--- src/rtl/uart_pkg.sv ---
// Shared definitions for the bus_uart peripheral:
// register offsets, status bit positions and serial FSM states.
package uart_pkg;

  localparam logic REG_DATA   = 1'b0;
  localparam logic REG_STATUS = 1'b1;

  localparam int ST_TX_FULL    = 0;
  localparam int ST_TX_IDLE    = 1;
  localparam int ST_RX_VALID   = 2;
  localparam int ST_RX_OVERRUN = 3;
  localparam int ST_RX_FRAMING = 4;

  typedef enum logic [1:0] {
    S_IDLE  = 2'd0,
    S_START = 2'd1,
    S_DATA  = 2'd2,
    S_STOP  = 2'd3
  } ser_state_t;

endpackage

--- src/rtl/uart_fifo.sv ---
// Synchronous TX FIFO; head word is visible combinationally.
// A push while full is accepted only when a pop happens on the same edge.
module uart_fifo #(
  parameter int FIFO_DEPTH = 4,
  parameter int WIDTH      = 8
) (
  input  logic             i_clk,
  input  logic             i_rst_n,
  input  logic             i_push,
  input  logic [WIDTH-1:0] i_data,
  input  logic             i_pop,
  output logic [WIDTH-1:0] o_data,
  output logic             o_full,
  output logic             o_empty
);

  localparam int AW = $clog2(FIFO_DEPTH);
  localparam logic [AW:0] FULL_CNT = (AW+1)'(FIFO_DEPTH);

  logic [AW-1:0]  r_wr;
  logic [AW-1:0]  r_rd;
  logic [AW:0]    r_cnt;
  logic [WIDTH-1:0] r_mem [FIFO_DEPTH];

  logic w_push;
  logic w_pop;

  assign o_full  = (r_cnt == FULL_CNT);
  assign o_empty = (r_cnt == '0);
  assign o_data  = r_mem[r_rd];
  assign w_pop   = i_pop & ~o_empty;
  assign w_push  = i_push & (~o_full | w_pop);

  always_ff @(posedge i_clk or negedge i_rst_n) begin
    if (!i_rst_n) begin
      r_wr  <= '0;
      r_rd  <= '0;
      r_cnt <= '0;
      for (int i = 0; i < FIFO_DEPTH; i++)
        r_mem[i] <= '0;
    end else begin
      if (w_push) begin
        r_mem[r_wr] <= i_data;
        r_wr        <= r_wr + AW'(1);
      end
      if (w_pop)
        r_rd <= r_rd + AW'(1);
      unique case ({w_push, w_pop})
        2'b10:   r_cnt <= r_cnt + (AW+1)'(1);
        2'b01:   r_cnt <= r_cnt - (AW+1)'(1);
        default: r_cnt <= r_cnt;
      endcase
    end
  end

endmodule

--- src/rtl/bus_uart.sv ---
// Memory-mapped 8N1 UART: DATA/STATUS registers, TX FIFO + serialiser.
// Define UART_RX_EN to build the receive path (sync, RX FSM, holding reg).
module bus_uart
  import uart_pkg::*;
#(
  parameter logic [15:0] BASE_ADDR  = 16'hF200,
  parameter int          CLOCK_HZ   = 5062500,
  parameter int          BAUD       = 9600,
  parameter int          DIVISOR    = (CLOCK_HZ + BAUD/2) / BAUD,
  parameter int          FIFO_DEPTH = 4
) (
  input  logic        clock,
  input  logic        reset,
  input  logic [18:0] address,
  input  logic        write_en,
  input  logic [7:0]  data_in,
  output logic [7:0]  data_out,
  output logic        selected,
  output logic        tx,
  input  logic        rx
);

  localparam int DW = $clog2(DIVISOR);
  localparam logic [DW-1:0] DIV_END  = DW'(DIVISOR - 1);
  localparam logic [DW-1:0] DIV_HALF = DW'(DIVISOR/2 - 1);

  logic       w_reg;
  logic       w_data_wr;
  logic       w_stat_wr;
  logic [7:0] w_status;
  logic [7:0] w_rx_data;
  logic [2:0] w_rx_flags;
  logic       w_unused;

  assign selected  = (address[15:1] == BASE_ADDR[15:1]);
  assign w_reg     = address[0];
  assign w_data_wr = write_en & selected & (w_reg == REG_DATA);
  assign w_stat_wr = write_en & selected & (w_reg == REG_STATUS);

  logic       w_fifo_full;
  logic       w_fifo_empty;
  logic [7:0] w_fifo_head;
  logic       w_tx_pop;

  uart_fifo #(
    .FIFO_DEPTH (FIFO_DEPTH),
    .WIDTH      (8)
  ) u_fifo (
    .i_clk   (clock),
    .i_rst_n (reset),
    .i_push  (w_data_wr),
    .i_data  (data_in),
    .i_pop   (w_tx_pop),
    .o_data  (w_fifo_head),
    .o_full  (w_fifo_full),
    .o_empty (w_fifo_empty)
  );

  ser_state_t    r_tx_state;
  ser_state_t    w_tx_next;
  logic [DW-1:0] r_tx_div;
  logic [2:0]    r_tx_bit;
  logic [7:0]    r_tx_shift;
  logic          w_tx_div_end;

  assign w_tx_div_end = (r_tx_div == DIV_END);

  always_ff @(posedge clock or negedge reset) begin
    if (!reset) begin
      r_tx_state <= S_IDLE;
      r_tx_div   <= '0;
      r_tx_bit   <= '0;
      r_tx_shift <= '0;
    end else begin
      r_tx_state <= w_tx_next;
      if (w_tx_pop) begin
        r_tx_shift <= w_fifo_head;
        r_tx_div   <= '0;
        r_tx_bit   <= '0;
      end else if (r_tx_state != S_IDLE) begin
        if (w_tx_div_end) begin
          r_tx_div <= '0;
          if (r_tx_state == S_DATA) begin
            r_tx_shift <= {1'b0, r_tx_shift[7:1]};
            r_tx_bit   <= r_tx_bit + 3'd1;
          end
        end else begin
          r_tx_div <= r_tx_div + DW'(1);
        end
      end
    end
  end

  always_comb begin
    w_tx_next = r_tx_state;
    unique case (r_tx_state)
      S_IDLE:
        if (!w_fifo_empty) w_tx_next = S_START;
      S_START:
        if (w_tx_div_end) w_tx_next = S_DATA;
      S_DATA:
        if (w_tx_div_end && r_tx_bit == 3'd7)
          w_tx_next = S_STOP;
      S_STOP:
        if (w_tx_div_end)
          w_tx_next = w_fifo_empty ? S_IDLE : S_START;
      default: w_tx_next = S_IDLE;
    endcase
  end

  // STOP hands straight to the next queued byte, so frames abut
  always_comb begin
    tx       = 1'b1;
    w_tx_pop = 1'b0;
    unique case (r_tx_state)
      S_IDLE:  w_tx_pop = ~w_fifo_empty;
      S_START: tx = 1'b0;
      S_DATA:  tx = r_tx_shift[0];
      S_STOP:  w_tx_pop = w_tx_div_end & ~w_fifo_empty;
      default: ;
    endcase
  end

`ifdef UART_RX_EN
  logic          r_rx_s1;
  logic          r_rx_s2;
  logic          r_rx_prev;
  ser_state_t    r_rx_state;
  ser_state_t    w_rx_next;
  logic [DW-1:0] r_rx_div;
  logic [2:0]    r_rx_bit;
  logic [7:0]    r_rx_shift;
  logic [7:0]    r_rx_data;
  logic          r_rx_valid;
  logic          r_rx_overrun;
  logic          r_rx_framing;
  logic          w_rx_div_end;
  logic          w_rx_half;
  logic          w_rx_restart;
  logic          w_rx_sample;
  logic          w_rx_ok;
  logic          w_rx_ferr;

  assign w_rx_div_end = (r_rx_div == DIV_END);
  assign w_rx_half    = (r_rx_div == DIV_HALF);

  always_ff @(posedge clock or negedge reset) begin
    if (!reset) begin
      r_rx_s1    <= 1'b1;
      r_rx_s2    <= 1'b1;
      r_rx_prev  <= 1'b1;
      r_rx_state <= S_IDLE;
      r_rx_div   <= '0;
      r_rx_bit   <= '0;
      r_rx_shift <= '0;
    end else begin
      r_rx_s1    <= rx;
      r_rx_s2    <= r_rx_s1;
      r_rx_prev  <= r_rx_s2;
      r_rx_state <= w_rx_next;
      if (r_rx_state == S_IDLE || w_rx_restart)
        r_rx_div <= '0;
      else
        r_rx_div <= r_rx_div + DW'(1);
      if (r_rx_state == S_START)
        r_rx_bit <= '0;
      if (w_rx_sample) begin
        r_rx_shift <= {r_rx_s2, r_rx_shift[7:1]};
        r_rx_bit   <= r_rx_bit + 3'd1;
      end
    end
  end

  always_comb begin
    w_rx_next = r_rx_state;
    unique case (r_rx_state)
      S_IDLE:
        if (r_rx_prev && !r_rx_s2) w_rx_next = S_START;
      S_START:
        if (w_rx_half)
          w_rx_next = r_rx_s2 ? S_IDLE : S_DATA;
      S_DATA:
        if (w_rx_div_end && r_rx_bit == 3'd7)
          w_rx_next = S_STOP;
      S_STOP:
        if (w_rx_div_end) w_rx_next = S_IDLE;
      default: w_rx_next = S_IDLE;
    endcase
  end

  always_comb begin
    w_rx_restart = 1'b0;
    w_rx_sample  = 1'b0;
    w_rx_ok      = 1'b0;
    w_rx_ferr    = 1'b0;
    unique case (r_rx_state)
      S_START: w_rx_restart = w_rx_half;
      S_DATA: begin
        w_rx_restart = w_rx_div_end;
        w_rx_sample  = w_rx_div_end;
      end
      S_STOP: begin
        w_rx_restart = w_rx_div_end;
        w_rx_ok      = w_rx_div_end & r_rx_s2;
        w_rx_ferr    = w_rx_div_end & ~r_rx_s2;
      end
      default: ;
    endcase
  end

  // A completing frame overrides a same-edge STATUS clear
  always_ff @(posedge clock or negedge reset) begin
    if (!reset) begin
      r_rx_data    <= '0;
      r_rx_valid   <= 1'b0;
      r_rx_overrun <= 1'b0;
      r_rx_framing <= 1'b0;
    end else begin
      if (w_stat_wr) begin
        r_rx_valid   <= 1'b0;
        r_rx_overrun <= 1'b0;
        r_rx_framing <= 1'b0;
      end
      if (w_rx_ok) begin
        r_rx_data  <= r_rx_shift;
        r_rx_valid <= 1'b1;
        if (r_rx_valid)
          r_rx_overrun <= 1'b1;
      end
      if (w_rx_ferr)
        r_rx_framing <= 1'b1;
    end
  end

  assign w_rx_data  = r_rx_data;
  assign w_rx_flags = {r_rx_framing, r_rx_overrun, r_rx_valid};
  assign w_unused   = ^address[18:16];
`else
  assign w_rx_data  = '0;
  assign w_rx_flags = '0;
  assign w_unused   = ^{address[18:16], rx, w_stat_wr};
`endif

  always_comb begin
    w_status                = '0;
    w_status[ST_TX_FULL]    = w_fifo_full;
    w_status[ST_TX_IDLE]    = w_fifo_empty &
                              (r_tx_state == S_IDLE);
    w_status[ST_RX_VALID]   = w_rx_flags[0];
    w_status[ST_RX_OVERRUN] = w_rx_flags[1];
    w_status[ST_RX_FRAMING] = w_rx_flags[2];
  end

  always_comb begin
    data_out = '0;
    if (selected)
      data_out = (w_reg == REG_STATUS) ? w_status : w_rx_data;
  end

endmodule

--- config.mk ---
export PLATFORM = sky130hd
export DESIGN_NAME = bus_uart
export DESIGN_NICKNAME = d
export VERILOG_FILES = /design/src/rtl/uart_pkg.sv /design/src/rtl/uart_fifo.sv /design/src/rtl/bus_uart.sv
export SDC_FILE = /design/constraint.sdc
export NUM_CORES = 1
export LEC_CHECK = 0
export CAP_MARGIN = 20
export CORE_MARGIN = 2
export CORE_UTILIZATION = 45
export DETAILED_ROUTE_END_ITERATION = 12
export GPL_TIMING_DRIVEN = 0
export PLACE_DENSITY = 0.67
export SYNTH_ARGS = -nofsm -noshare
export SYNTH_HDL_FRONTEND = slang
export SYNTH_SLANG_ARGS = --single-unit
--- constraint.sdc ---
create_clock -name clock -period 6.9 [get_ports clock]
set_input_delay 1.725 -clock clock [delete_from_list [all_inputs] [get_ports clock]]
set_output_delay 1.725 -clock clock [all_outputs]
set_load 0.05 [all_outputs]
==> qor.yml <==
timing:
  finalHoldViolations: 0
  fin_crit_sh_pct: 84.0
  timing.setup.tns_ps: 0
  period_minus_slack_ps: 5790
  postLayoutSetupSlackWorst_ps: 1110
  clock.fmax_ghz: 0.173
  finClkSkew_ps: 11.4
  rsz0062_at_grt: "false"
  maxSlewViolCount: 0
  relSlewSlack_pct: 44.3
  setup_viol: 0
  tightest_slew_ps: 835
placed_design:
  dp_cells: 368
  port_buffers: 30
  hpwl_um: 3960
  routabilityCongestion: 0.781
  place_ws_ps: 1100
logic_synthesis:
  ys_warn_count: 0
  synth_edf_count: 0
  ys.flop_type: "dfrtp_1"
  synthDistinctLibCells: 44
  synth_area_um2: 3160
  avgSynthCellArea_um2: 13.3
  netlist_instances: 237
  synth-seq-cells: 62
  seq_area_frac_synth_pct: 49.1
  async_flop_share_pct: 100
layout:
  layoutNonFillerInstCount: 384
  fillers: 567
  areaGrowthSynthToFinish_pct: 20.7
  drive_gt1_share_pct: 27.4
  antennaDiodeCount: 0
  nets: 330
  multiInputGateArea_um2: 1530
  regArea_um2: 1550
clock_tree:
  root_buffer: "clkbuf_8"
  hold_buffers: 0
  cts_tree: "built"
  clockBufferDepth: 2
  cts_resized: 0
  numCtsBuffers: 9
  clock_latency_ps: 340
  clock-sinks: 62
  clk_pin_slew_ps: 70
  htree_levels: 3
  cts_setup_buffers: 0
setup_path:
  ff2ff_setup_slack_ps: 3930
  start_kind: "input pin"
  cp_common_cell: "clkdlybuf4s50_1"
  required_ps: 5180
  worstPathArrival_ps: 4070
  worstReg2RegStart: "r_tx_div[0]"
  rr_worst_depth: 11
  r2r_end: "u_fifo.r_cnt[2]"
  critPathKind: "input pin to output pin"
  crit_fanout: 4
  path_cells: "clkdlybuf4s50_1 -> or4_4 -> nor4_4 -> and4_2 -> clkdlybuf4s50_1"
  slowest_stage: "clkdlybuf4s50_1"
  crit_path_end_kind: "output pin"
  slowest_delay_ps: 800
global_route:
  grt_pass1_vias: 2056
  grt_usage_pct: 16.7
  grt_pass1_wl_um: 9720
  grt_max_degree: 63
  antenna_found_initial: 0
  overflow: 0
detailed_routing:
  drt-total-wl_um: 5740
  drt_pass1_iterations: 4
  post_drt_wl_per_cell_um: 14.9
  ant_nets: 0
  routed_via_density: 5.18
  drt_first_iter_violations: 65
  num_vias: 1988
  remaining_drc_errors: 0
die:
  initial_core_util_pct: 46.5
  dieArea_um2: 7710
  die_y_um: 87.8
  coreArea_um2: 6790
  die_w_um: 87.8
  rows: 30
  io_pins: 41
worst_hold_path:
  min_path_type: "register to register"
  hold_start: "r_tx_shift[5]"
  whs_endpoint: "r_tx_shift[5]"
  min_path_cells: 1
run:
  cap_viol_max_count: 0
run_status:
  outcome: "complete, no violations"
power_and_ir_drop:
  power_density_nw_per_um2: 302
  vdd_drop_max_uv: 155
  p_leak_nw: 1.85
-- synthesized netlist by cell type (2+ instances only) --
| cell | number | area share (%) |
|---|---|---|
| buf_1 | 2 | 0.24 |
| nand3_1 | 5 | 0.79 |
| nand3_4 | 4 | 2.2 |
| o21ai_0 | 3 | 0.47 |
| ha_1 | 14 | 5.5 |
| a21o_1 | 7 | 1.7 |
| nor2_1 | 13 | 1.5 |
| nand2b_1 | 2 | 0.40 |
| xnor2_1 | 5 | 1.4 |
| clkbuf_1 | 2 | 0.24 |
| a22o_1 | 10 | 2.8 |
| buf_4 | 6 | 1.4 |
| or3_1 | 2 | 0.40 |
| xor2_1 | 9 | 2.5 |
| mux4_2 | 8 | 5.7 |
| mux2_2 | 34 | 12 |
| nor3_1 | 2 | 0.32 |
| o21ai_1 | 2 | 0.32 |
| and3_1 | 3 | 0.59 |
| inv_1 | 6 | 0.71 |
| nand2_1 | 7 | 0.83 |
| nand4_1 | 5 | 0.99 |
| dfrtp_1 | 62 | 49 |
| and4_2 | 2 | 0.63 |
| and2_1 | 3 | 0.59 |
-- report_power, final --
group | leakage (nW) | switching, W | internal (W)
combinational | 0.897 | 0.000226 | 0.000141
clock | 0.107 | 0.000133 | 0.000212
sequential | 0.845 | 0.0000356 | 0.000403
total | 1.85 | 0.000395 | 0.000756
-- metrics by stage --
step	util, %	hold WS (ps)	power, W	instance area [um^2]
after floorplan	-	450	0.000712	3180
after global placement	53.0	460	0.000806	3600
after detailed placement	52.9	465	0.000815	3600
after CTS	56.1	481	0.00117	3810
after global routing	56.2	495	0.00123	3820
final	56.2	482	0.00115	3820
-- per-layer routing --
| metal | vias to the layer above | global-route usage [%] | part of all wire (%) | routed length (um) |
|---|---|---|---|---|
| li1 | 954 | - | - | - |
| met1 | 986 | 21.0 | 47 | 2680 |
| met2 | 41 | 26.9 | 47 | 2680 |
| met3 | 7 | 6.13 | 5.8 | 330 |
| met4 | 0 | 5.03 | 0.78 | 45 |
| met5 | - | 0 | 0 | 0 |
-- worst max path at each step --
| stage | startpoint | cells after the start | slack [ps] | to |
|---|---|---|---|---|
| after detailed placement | address[6] | 5 | 1100 | data_out[1] |
| final | address[6] | 5 | 1110 | data_out[0] |
| after global routing | address[6] | 5 | 1050 | data_out[1] |
| after floorplan | address[6] | 3 | 1660 | data_out[0] |
| after CTS | address[6] | 5 | 1100 | data_out[1] |
| after global placement | address[6] | 5 | 1100 | data_out[1] |
-- layout make-up --
type / instances / area share, %
multi-input combinational: 162 / 40.1
clock buffer: 12 / 3.80
buffer: 11 / 1.87
inverter: 7 / 0.689
tap: 96 / 3.15
sequential: 62 / 40.7
timing repair buffer: 31 / 7.93
clock inverter: 3 / 1.80
-- sequential cells by signal, indices dropped and copies added (netlist names) --
name and cells:
r_tx_bit 3, r_tx_div 10, u_fifo.r_wr 2, u_fifo.r_rd 2, r_tx_shift 8, u_fifo.r_cnt 3
u_fifo.r_mem 32, r_tx_state 2
-- cells by family after synthesis --
family                     synth area share (%)
DFF                                        49.1
and+or+nand+nor                            11.7
muxes                                      18.3
AOI/OAI and AO/OA                          7.68
buffers and inverters                      3.09
adders and majority gates                  6.18
xor gates and xnor gates                   3.88
other                                     0.119
-- placed cells by master, fill, tap and decap left out, types with 6 or more instances in the layout --
cell type / instances
a21o_1: 7
a22o_1: 10
buf_4: 7
clkbuf_8: 10
clkdlybuf4s50_1: 29
conb_1: 6
dfrtp_1: 62
ha_1: 14
inv_1: 6
mux2_2: 34
mux4_2: 8
nand2_1: 7
nor2_1: 13
xor2_1: 9
-- worst max-delay path: cells and delay by family --
kind,cells,cell delay (ps)
simple gates,3,1140
buf+inv,2,1200
Note: power is estimated with default switching activity, not from simulation.
